==> config.mk <==
export PLATFORM = sky130hd
export DESIGN_NAME = alu_iterative
export DESIGN_NICKNAME = d
export VERILOG_FILES = /design/src/rtl/alu_pkg.sv /design/src/rtl/alu_core.sv /design/src/rtl/alu_iterative.sv
export SDC_FILE = /design/constraint.sdc
export NUM_CORES = 1
export LEC_CHECK = 0
export ABC_AREA = 1
export BUFFER_PORTS_ARGS = -buffer_cell sky130_fd_sc_hd__buf_2
export CAP_MARGIN = 25
export CORE_MARGIN = 8
export CORE_UTILIZATION = 40
export CTS_BUF_LIST = sky130_fd_sc_hd__clkbuf_16
export CTS_CLUSTER_DIAMETER = 200
export CTS_CLUSTER_SIZE = 20
export DETAILED_ROUTE_END_ITERATION = 16
export GPL_ROUTABILITY_DRIVEN = 0
export SLEW_MARGIN = 20
export SYNTH_ARGS = -nofsm -noshare
export SYNTH_HDL_FRONTEND = slang
export SYNTH_SLANG_ARGS = --single-unit
==> constraint.sdc <==
create_clock -name clk -period 2.1 [get_ports clk]
set_clock_uncertainty 0.1 [all_clocks]
set_input_delay 0.21 -clock clk [delete_from_list [all_inputs] [get_ports clk]]
set_output_delay 0.21 -clock clk [all_outputs]
set_load 0.05 [all_outputs]
==> src/rtl/alu_pkg.sv <==
`default_nettype none
// ============================================================================
// Module   : alu_pkg
// Brief    : Shared types for the iterative ALU: operation codes, FSM states
//            and default widths.
// Revision : 1.0 - initial release
// ============================================================================
package alu_pkg;

  localparam int DEFAULT_WIDTH        = 32;
  localparam int DEFAULT_CONTROL_BITS = 4;

  // Operation codes as produced by the ALU control decoder.
  // Codes 10-14 are unassigned; 15 is what the decoder emits by default.
  typedef enum logic [3:0] {
    ALU_ADD     = 4'd0,
    ALU_SUB     = 4'd1,
    ALU_AND     = 4'd2,
    ALU_OR      = 4'd3,
    ALU_SLL     = 4'd4,
    ALU_SLT     = 4'd5,
    ALU_SLTU    = 4'd6,
    ALU_XOR     = 4'd7,
    ALU_SRL     = 4'd8,
    ALU_SRA     = 4'd9,
    ALU_ILLEGAL = 4'd15
  } alu_op_e;

  typedef enum logic [1:0] {
    ST_IDLE  = 2'd0,
    ST_SHIFT = 2'd1,
    ST_DONE  = 2'd2
  } alu_state_e;

endpackage : alu_pkg
`default_nettype wire

==> src/rtl/alu_core.sv <==
`default_nettype none
// ============================================================================
// Module   : alu_core
// Brief    : Single-cycle combinational ALU operations. Shift codes return 0
//            (the shifter lives in the parent) and are flagged legal;
//            undefined codes return 0 and raise o_illegal.
// Revision : 1.0 - initial release
// ============================================================================
module alu_core
  import alu_pkg::*;
#(
  parameter int WIDTH        = DEFAULT_WIDTH,
  parameter int CONTROL_BITS = DEFAULT_CONTROL_BITS
) (
  input  logic [CONTROL_BITS-1:0] i_ctrl,
  input  logic [WIDTH-1:0]        i_a,
  input  logic [WIDTH-1:0]        i_b,
  output logic [WIDTH-1:0]        o_result,
  output logic                    o_illegal
);

  localparam logic [WIDTH-1:0] c_one = {{(WIDTH-1){1'b0}}, 1'b1};

  // Decode the control code and select the matching single-cycle result.
  always_comb begin
    o_result  = '0;
    o_illegal = 1'b0;
    case (i_ctrl)
      CONTROL_BITS'(ALU_ADD):  o_result = i_a + i_b;
      CONTROL_BITS'(ALU_SUB):  o_result = i_a - i_b;
      CONTROL_BITS'(ALU_AND):  o_result = i_a & i_b;
      CONTROL_BITS'(ALU_OR):   o_result = i_a | i_b;
      CONTROL_BITS'(ALU_XOR):  o_result = i_a ^ i_b;
      CONTROL_BITS'(ALU_SLT):  o_result = ($signed(i_a) < $signed(i_b)) ? c_one : '0;
      CONTROL_BITS'(ALU_SLTU): o_result = (i_a < i_b) ? c_one : '0;
      CONTROL_BITS'(ALU_SLL),
      CONTROL_BITS'(ALU_SRL),
      CONTROL_BITS'(ALU_SRA):  o_result = '0;
      default:                 o_illegal = 1'b1;
    endcase
  end

endmodule : alu_core
`default_nettype wire

==> src/rtl/alu_iterative.sv <==
`default_nettype none
// ============================================================================
// Module   : alu_iterative
// Brief    : ALU with valid/ready handshakes. Logic/arithmetic operations
//            complete in one cycle; shifts run one bit per cycle.
// Revision : 1.0 - initial release
// ============================================================================
module alu_iterative
  import alu_pkg::*;
#(
  parameter int WIDTH        = DEFAULT_WIDTH,
  parameter int CONTROL_BITS = DEFAULT_CONTROL_BITS
) (
  input  logic                    clk,
  input  logic                    rst,
  input  logic                    in_valid,
  output logic                    in_ready,
  input  logic [CONTROL_BITS-1:0] alu_ctrl,
  input  logic [WIDTH-1:0]        op_a,
  input  logic [WIDTH-1:0]        op_b,
  output logic                    out_valid,
  input  logic                    out_ready,
  output logic [WIDTH-1:0]        result,
  output logic                    zero,
  output logic                    illegal
);

  alu_state_e              r_state;
  alu_state_e              w_next;
  logic [CONTROL_BITS-1:0] r_ctrl;
  logic [WIDTH-1:0]        r_acc;
  logic [4:0]              r_cnt;
  logic                    r_zero;
  logic                    r_illegal;

  logic [WIDTH-1:0]        w_core_result;
  logic                    w_core_illegal;
  logic [WIDTH-1:0]        w_step;
  logic [4:0]              w_shamt;
  logic                    w_is_shift;
  logic                    w_accept;
  logic                    w_last;

  alu_core #(
    .WIDTH        (WIDTH),
    .CONTROL_BITS (CONTROL_BITS)
  ) u_core (
    .i_ctrl    (alu_ctrl),
    .i_a       (op_a),
    .i_b       (op_b),
    .o_result  (w_core_result),
    .o_illegal (w_core_illegal)
  );

  assign w_shamt    = op_b[4:0];
  assign w_is_shift = (alu_ctrl == CONTROL_BITS'(ALU_SLL)) ||
                      (alu_ctrl == CONTROL_BITS'(ALU_SRL)) ||
                      (alu_ctrl == CONTROL_BITS'(ALU_SRA));
  assign w_accept   = in_valid && (r_state == ST_IDLE);
  assign w_last     = (r_cnt == 5'd1);

  // One-bit shift of the accumulator in the direction of the captured code.
  always_comb begin
    w_step = r_acc;
    case (r_ctrl)
      CONTROL_BITS'(ALU_SLL): w_step = {r_acc[WIDTH-2:0], 1'b0};
      CONTROL_BITS'(ALU_SRL): w_step = {1'b0, r_acc[WIDTH-1:1]};
      CONTROL_BITS'(ALU_SRA): w_step = {r_acc[WIDTH-1], r_acc[WIDTH-1:1]};
      default:                w_step = r_acc;
    endcase
  end

  // State register.
  always_ff @(posedge clk) begin
    if (rst) r_state <= ST_IDLE;
    else     r_state <= w_next;
  end

  // Next-state and handshake outputs; no accept in the DONE->IDLE cycle.
  always_comb begin
    w_next    = r_state;
    in_ready  = 1'b0;
    out_valid = 1'b0;
    case (r_state)
      ST_IDLE: begin
        in_ready = 1'b1;
        if (in_valid) w_next = (w_is_shift && (|w_shamt)) ? ST_SHIFT : ST_DONE;
      end
      ST_SHIFT: begin
        if (w_last) w_next = ST_DONE;
      end
      ST_DONE: begin
        out_valid = 1'b1;
        if (out_ready) w_next = ST_IDLE;
      end
      default: w_next = ST_IDLE;
    endcase
  end

  // Datapath: capture on accept, shift while counting down, hold in DONE.
  always_ff @(posedge clk) begin
    if (rst) begin
      r_ctrl    <= '0;
      r_acc     <= '0;
      r_cnt     <= '0;
      r_zero    <= 1'b0;
      r_illegal <= 1'b0;
    end else if (w_accept) begin
      r_ctrl    <= alu_ctrl;
      r_illegal <= w_core_illegal;
      if (w_is_shift) begin
        r_acc  <= op_a;
        r_cnt  <= w_shamt;
        r_zero <= (op_a == '0);
      end else begin
        r_acc  <= w_core_result;
        r_cnt  <= '0;
        r_zero <= (w_core_result == '0);
      end
    end else if (r_state == ST_SHIFT) begin
      r_acc <= w_step;
      r_cnt <= r_cnt - 5'd1;
      if (w_last) r_zero <= (w_step == '0);
    end
  end

  assign result  = r_acc;
  assign zero    = r_zero;
  assign illegal = r_illegal;

endmodule : alu_iterative
`default_nettype wire
# After elaboration in Yosys (flattened, before gate mapping)
# Cells that the tools add are included.
[word_totals]
inputBits = 72
regBits = 45
output_inout_bits = 36
word_cells = 69
[op_classes]
reduce_logical = 15
bitwise_logic = 3
add_sub_neg = 3
eq_ne = 18
order_cmp = 2
mux = 22
[ops]
columns = ["op", "count"]
rows = [
  ["$pmux W32 S7", 1],
  ["$logic_not A32 Y1", 3],
  ["$mux W32", 3],
  ["$pmux W32 S3", 1],
  ["$lt A32 B32 Y1", 2],
  ["$add A32 B32 Y32", 1],
  ["$and A32 B32 Y32", 1],
  ["$or A32 B32 Y32", 1],
  ["$sub A32 B32 Y32", 1],
  ["$xor A32 B32 Y32", 1],
  ["$eq A4 B3 Y1 const B", 5],
  ["$eq A4 B4 Y1 const B", 4],
  ["$mux W5", 3],
  ["$reduce_or A10 Y1", 1],
  ["$mux W1", 9],
  ["$eq A4 B2 Y1 const B", 2],
  ["$mux W2", 4],
  ["$ne A2 B2 Y1 const B", 3],
  ["$pmux W2 S3", 1],
  ["$eq A5 B1 Y1 const B", 1],
  ["$reduce_or A5 Y1", 1],
  ["$sub A5 B1 Y5 const B", 1],
  ["$eq A4 B1 Y1 const B", 1],
  ["$logic_not A4 Y1", 1],
  ["other kinds (8)", 11],
]

# Depth between registers and ports, before layout
[logic_depth]
ltp_word = 7
ltp_mapped = 24

# Hierarchy
# Synthesis repeated with hierarchy kept, for this count alone.
[unflattened]
hier_cells = 1910
area_unflattened_um2 = 9843.2
[modules_own_cells]
columns = ["module", "cells_each", "n_inst", "area_each_um2"]
rows = [
  ["alu_core", 1308, 1, 6381.1],
  ["alu_iterative", 602, 1, 3462.1],
]

# Worst setup path after synthesis
# Ideal clock, no wire load.
[synth_timing]
path_kind = "register -> register"
from = "register r_state[1]"
to = "register r_zero, in the netlist zero"
required_ps = 1882
path_slack_ps = -219
path_stages_with_launch = 13
period_less_slack_ps = 2319
arrival_time_ps = 2101
cell_sequence = "dfxtp_1 -> nor2_1 -> inv_2 -> nor2_2 -> inv_1 -> o21ai_0 -> a221oi_1 -> nand2_1 -> nor4_1 -> nand3_1 -> nor2_1 -> a21oi_1 -> a21oi_1"
[synth_via]
elab_chain_cells = 4
elab_cells_between_ends = 7
cone_classes = "eq/ne (1); mux (1); reduce/logical (5)"
[synth_rtl]
columns = ["element", "line", "text"]
rows = [
  ["start: declaration", "alu_iterative.sv:28", "alu_state_e r_state;"],
  ["start signal: assignment", "alu_iterative.sv:76", "else r_state <= w_next;"],
  ["$logic_not A2 Y1", "alu_iterative.sv:59", "assign w_accept = in_valid && (r_state == ST_IDLE);"],
  ["$logic_and A1 B1 Y1", "alu_iterative.sv:59", ""],
  ["$reduce_bool A2 Y1 (no line)", "n/a", ""],
  ["$reduce_and A2 Y1 (no line)", "n/a", ""],
  ["end signal: assignment", "alu_iterative.sv:114", "r_zero <= (op_a == '0);"],
  ["end signal: assignment", "alu_iterative.sv:118", "r_zero <= (w_core_result == '0);"],
  ["end signal: assignment", "alu_iterative.sv:123", "if (w_last) r_zero <= (w_step == '0);"],
  ["end: declaration", "alu_iterative.sv:33", "logic r_zero;"],
]
# Parallel ways exist; a longest one is shown, timed or not.
# A chain may end at the register's enable or synchronous reset.

# Final worst setup path
[layout_timing]
from = "input port op_b[0]"
to = "register r_zero, in the netlist zero"
[layout_via]
elab_chain_cells = 6
elab_cells_between_ends = 13
cone_classes = "add/sub (2); order compare (2); mux (5); bitwise (3); reduce/logical (1)"
[layout_rtl]
columns = ["element", "line", "text"]
rows = [
  ["start: declaration", "alu_iterative.sv:20", "input logic [WIDTH-1:0] op_b,"],
  ["$lt A32 B32 Y1 (on tied branches)", "alu_core.sv:35, alu_core.sv:34", ""],
  ["$mux W1 (on tied branches)", "alu_core.sv:35, alu_core.sv:34", ""],
  ["$pmux W32 S7 (*)", "alu_core.sv:28", "case (i_ctrl)"],
  ["$logic_not A32 Y1 (*)", "alu_iterative.sv:118", ""],
  ["$mux W1 (*)", "alu_iterative.sv:111", "if (w_is_shift) begin"],
  ["$mux W1 (*)", "alu_iterative.sv:108", "end else if (w_accept) begin"],
]
# Mark *: on every way between the ends. The rest lies on a longest branch, timed or not.

==> results_dict.tcl <==
set metrics [dict create \
    clock-root-buffer "clkbuf_16" \
    yosys_warnings 0 \
    die_x_um 174 \
    max-vdd-ir-drop_v 0.000444 \
    ant_nets 0 \
    p_seq_frac 0.171 \
    drv_cap 0 \
    cp-end-kind "register" \
    drcViolationCount 0 \
    antenna_cells 0 \
    critPathLaunchType "input port" \
    netSwitchingPower_mw 3.03 \
    hold_viol 0 \
    wl_met1_mm 17.7 \
    multi_input_area_um2 8600 \
    power.internal_mw 3.10 \
    rsz0062_at_grt "true" \
    crit_slowest_cell "fa_2" \
    drt_iter0_markers 1633 \
    wl_met3_mm 4.28 \
    grt_pass1_vias 13800 \
    dp.cells 2644 \
    dpl_cell_area_um2 13700 \
    cpMostUsedCell "nand2_4" \
    fin_crit_ns 2.41 \
    fin_cells 2669 \
    grt_pass1_wl_mm 70.5 \
    relSlewSlack 0.646 \
    grt_max_degree 63 \
    muxShareOfSynthArea 0 \
    power_mw 6.13 \
    clock_latency_ns 0.29 \
    power_density_nw_per_um2 401 \
    failed_checks "negative setup slack" \
    dieArea_um2 30400 \
    dp_hpwl_mm 36.6 \
    syn2layout_area_growth_pct 52.3 \
    clock_power_share 0.126 \
    path_cells "buf_8 -> buf_6 -> ha_4 -> fa_2 -> inv_2 -> nand2_2 -> nand2_4 -> nand2_4 -> nand2_4 -> nand2_4 -> nand2_4 -> nand2_2 -> nand3_2 -> nand2_2 -> nor2_4 -> nand2_1 -> nor2_2 -> nand3_2 -> nor2_2 -> nand2_1 -> nand2_1 -> nand2_1 -> a21oi_2" \
    cts_max_level 2 \
    seq_area_um2 901 \
    ios 108 \
    antenna_found_initial 0 \
    start_util 0.403 \
    cp.required_ns 2.23 \
    synthAdderAreaFrac 0.147 \
    synth_cell_types 44 \
    netlist_instances 1874 \
    finalMaxSlewViolations 0 \
    core-area_um2 24900 \
    grt_overflow 0 \
    cts_sinks 45 \
    combPwrFrac 0.703 \
    fin_nets 2527 \
    cp_max_fo 3 \
    p_sw_frac 0.494 \
    critPathArrivalTime_ns 2.53 \
    vias 14400 \
    wirelength_mm 45.7 \
    clk_path_buf_depth 2 \
    synth_area_um2 10000 \
    ys_seq_elements 45 \
    worst_slack_ns -0.307 \
    finalSetupViolCount 20 \
    drive_gt1_frac 0.370 \
    layout_commonest_cell "nand2_1" \
    final_cell_mix "nand2_1 (463), buf_4 (397), inv_1 (335)" \
    p_leak_nw 8.39 \
    top_layer_used "met4" \
    slowest_delay_ns 0.35 \
    grt_util_all_layers 0.284 \
    path_clk_slew_ns 0.07 \
    synth_nets 2063 \
    max_freq_ghz 0.416 \
    synth_top_family_by_area "simple AND/OR/NAND/NOR gates" \
    die_h_um 174 \
    fin_area_um2 15300 \
    firstDrtPassIters 6 \
    fin_crit_sh 1.15 \
    viasPerCell 5.38 \
    worstSetupPathType "input port to register" \
    synth-simple-area-share 0.400 \
    outcome "finished with violations" \
    worstMarginPinSlew_ns 0.526 \
    nFillCells 2398 \
    synth_xor_area_frac 0.00174 \
    dr_wl_met2_mm 20.4 \
    whs_ns 0.147 \
    synth_compound_area_frac 0.173 \
    cts_tree "yes" \
    fp-row-count 58 \
    wl_per_cell_um 17.1 \
    cts_made_buffers 5 \
    ys_seq_area_frac 0.0897 \
    hp-class "input port to register" \
    synth_area_per_cell_um2 5.36 \
    io_buffers 107 \
]
==> final cells by class <==
type	instances	share of cell area
Multi-Input combinational cell	1379	0.563
Timing Repair Buffer	520	0.247
Inverter	387	0.0950
Sequential cell	45	0.0589
Tap cell	330	0.0270
Clock buffer	5	0.00818
Clock inverter	3	0.000982
==> layer usage <==
layer / track usage / vias up
met1: 0.339 / 6513
met2: 0.472 / 804
met3: 0.0453 / 212
met4: 0.172 / 0
li1: - / 6839
met5: 0 / -
==> logic make-up (layout without fill, tap and decap cells) <==
logic type      after synthesis  after routing
flops                        45             45
xor+xnor                      2              2
compound gates              289            289
simple gates                971            971
fa+ha+maj                   117            117
buf+inv                     450            915
==> what timing repair did <==
action / CTS / global route
buffers inserted: 11 / 11
setup endpoints to repair: 27 / 29
pin swaps: 36 / 72
hold buffers: 0 / 0
resized for setup: 210 / 187
==> synth_stat cells <==
library cell | number | share of area
o221ai_1 | 14 | 0.012
ha_1 | 115 | 0.14
or2_2 | 2 | 0.0012
o21ai_0 | 80 | 0.040
nand3_1 | 129 | 0.064
clkbuf_1 | 21 | 0.0078
nand3_2 | 5 | 0.0050
inv_1 | 380 | 0.14
nor4_1 | 5 | 0.0031
o21a_1 | 1 | 0.00075
dfxtp_1 | 45 | 0.090
a211oi_1 | 3 | 0.0022
buf_2 | 15 | 0.0075
and2_1 | 5 | 0.0031
nand2_1 | 545 | 0.20
a31oi_1 | 3 | 0.0019
o22ai_1 | 31 | 0.019
a22oi_1 | 1 | 0.00075
fa_1 | 2 | 0.0040
a32oi_1 | 1 | 0.00087
nor2_2 | 8 | 0.0050
nor2_1 | 221 | 0.083
xor2_1 | 2 | 0.0017
buf_6 | 17 | 0.019
o31ai_1 | 1 | 0.00075
o211ai_1 | 7 | 0.0052
a2111oi_0 | 1 | 0.00087
a21oi_1 | 102 | 0.051
o2111ai_1 | 1 | 0.00087
nand2_2 | 6 | 0.0037
o21bai_1 | 6 | 0.0045
nand4_1 | 30 | 0.019
a311oi_1 | 1 | 0.00087
nand2_4 | 1 | 0.0011
o21ai_1 | 1 | 0.00050
buf_4 | 5 | 0.0037
clkbuf_8 | 3 | 0.0041
a221oi_1 | 33 | 0.029
nor3_1 | 10 | 0.0050
inv_2 | 7 | 0.0026
nor2_4 | 2 | 0.0022
o221a_2 | 2 | 0.0022
buf_1 | 2 | 0.00075
nand3b_1 | 2 | 0.0015
==> power groups by stage <==
stage                     Clock (mW)  Sequential (mW)  Combinational, mW
after floorplan                    0             1.30               1.86
after global placement             0             1.06               3.64
after detailed placement           0             1.06               3.69
after CTS                      0.781             1.04               3.97
after global routing           0.822             1.06               4.62
final                          0.772             1.05               4.31
==> worst paths after layout <==
path                  start    endpoint  depth (start not counted)  slack, ns
hold / removal    out_ready  r_state[1]                          4       0.15
setup reg to reg  r_ctrl[2]        zero                         13      -0.20
setup / recovery    op_b[0]        zero                         23      -0.31
hold reg to reg   result[0]   result[0]                          2       0.43
==> stage by stage <==
step           worst slack (ns)  utilization  setup TNS (ns)
2_1_floorplan           -0.0758            -         -0.0758
3_3_place_gp             -0.810        0.549          -15.31
3_5_place_dp             -0.835        0.549          -16.27
4_1_cts                  -0.290        0.588           -1.86
5_1_grt                  -0.444        0.614           -5.55
6_report                 -0.307        0.614           -2.61
==> registers in the layout (all words and copies together) (netlist names) <==
name     flops
illegal      1
zero         1
r_cnt        5
r_state      2
result      32
r_ctrl       4
==> critical path: cells and delay by family <==
| family | cells | cell delay, ns |
|---|---|---|
| AO/OA/AOI/OAI | 1 | 0.11 |
| AND/OR/NAND/NOR | 17 | 1.37 |
| buffers and inverters | 3 | 0.31 |
| adder cells (fa/ha/maj) | 2 | 0.51 |
Power figures use the tool's default switching activity.
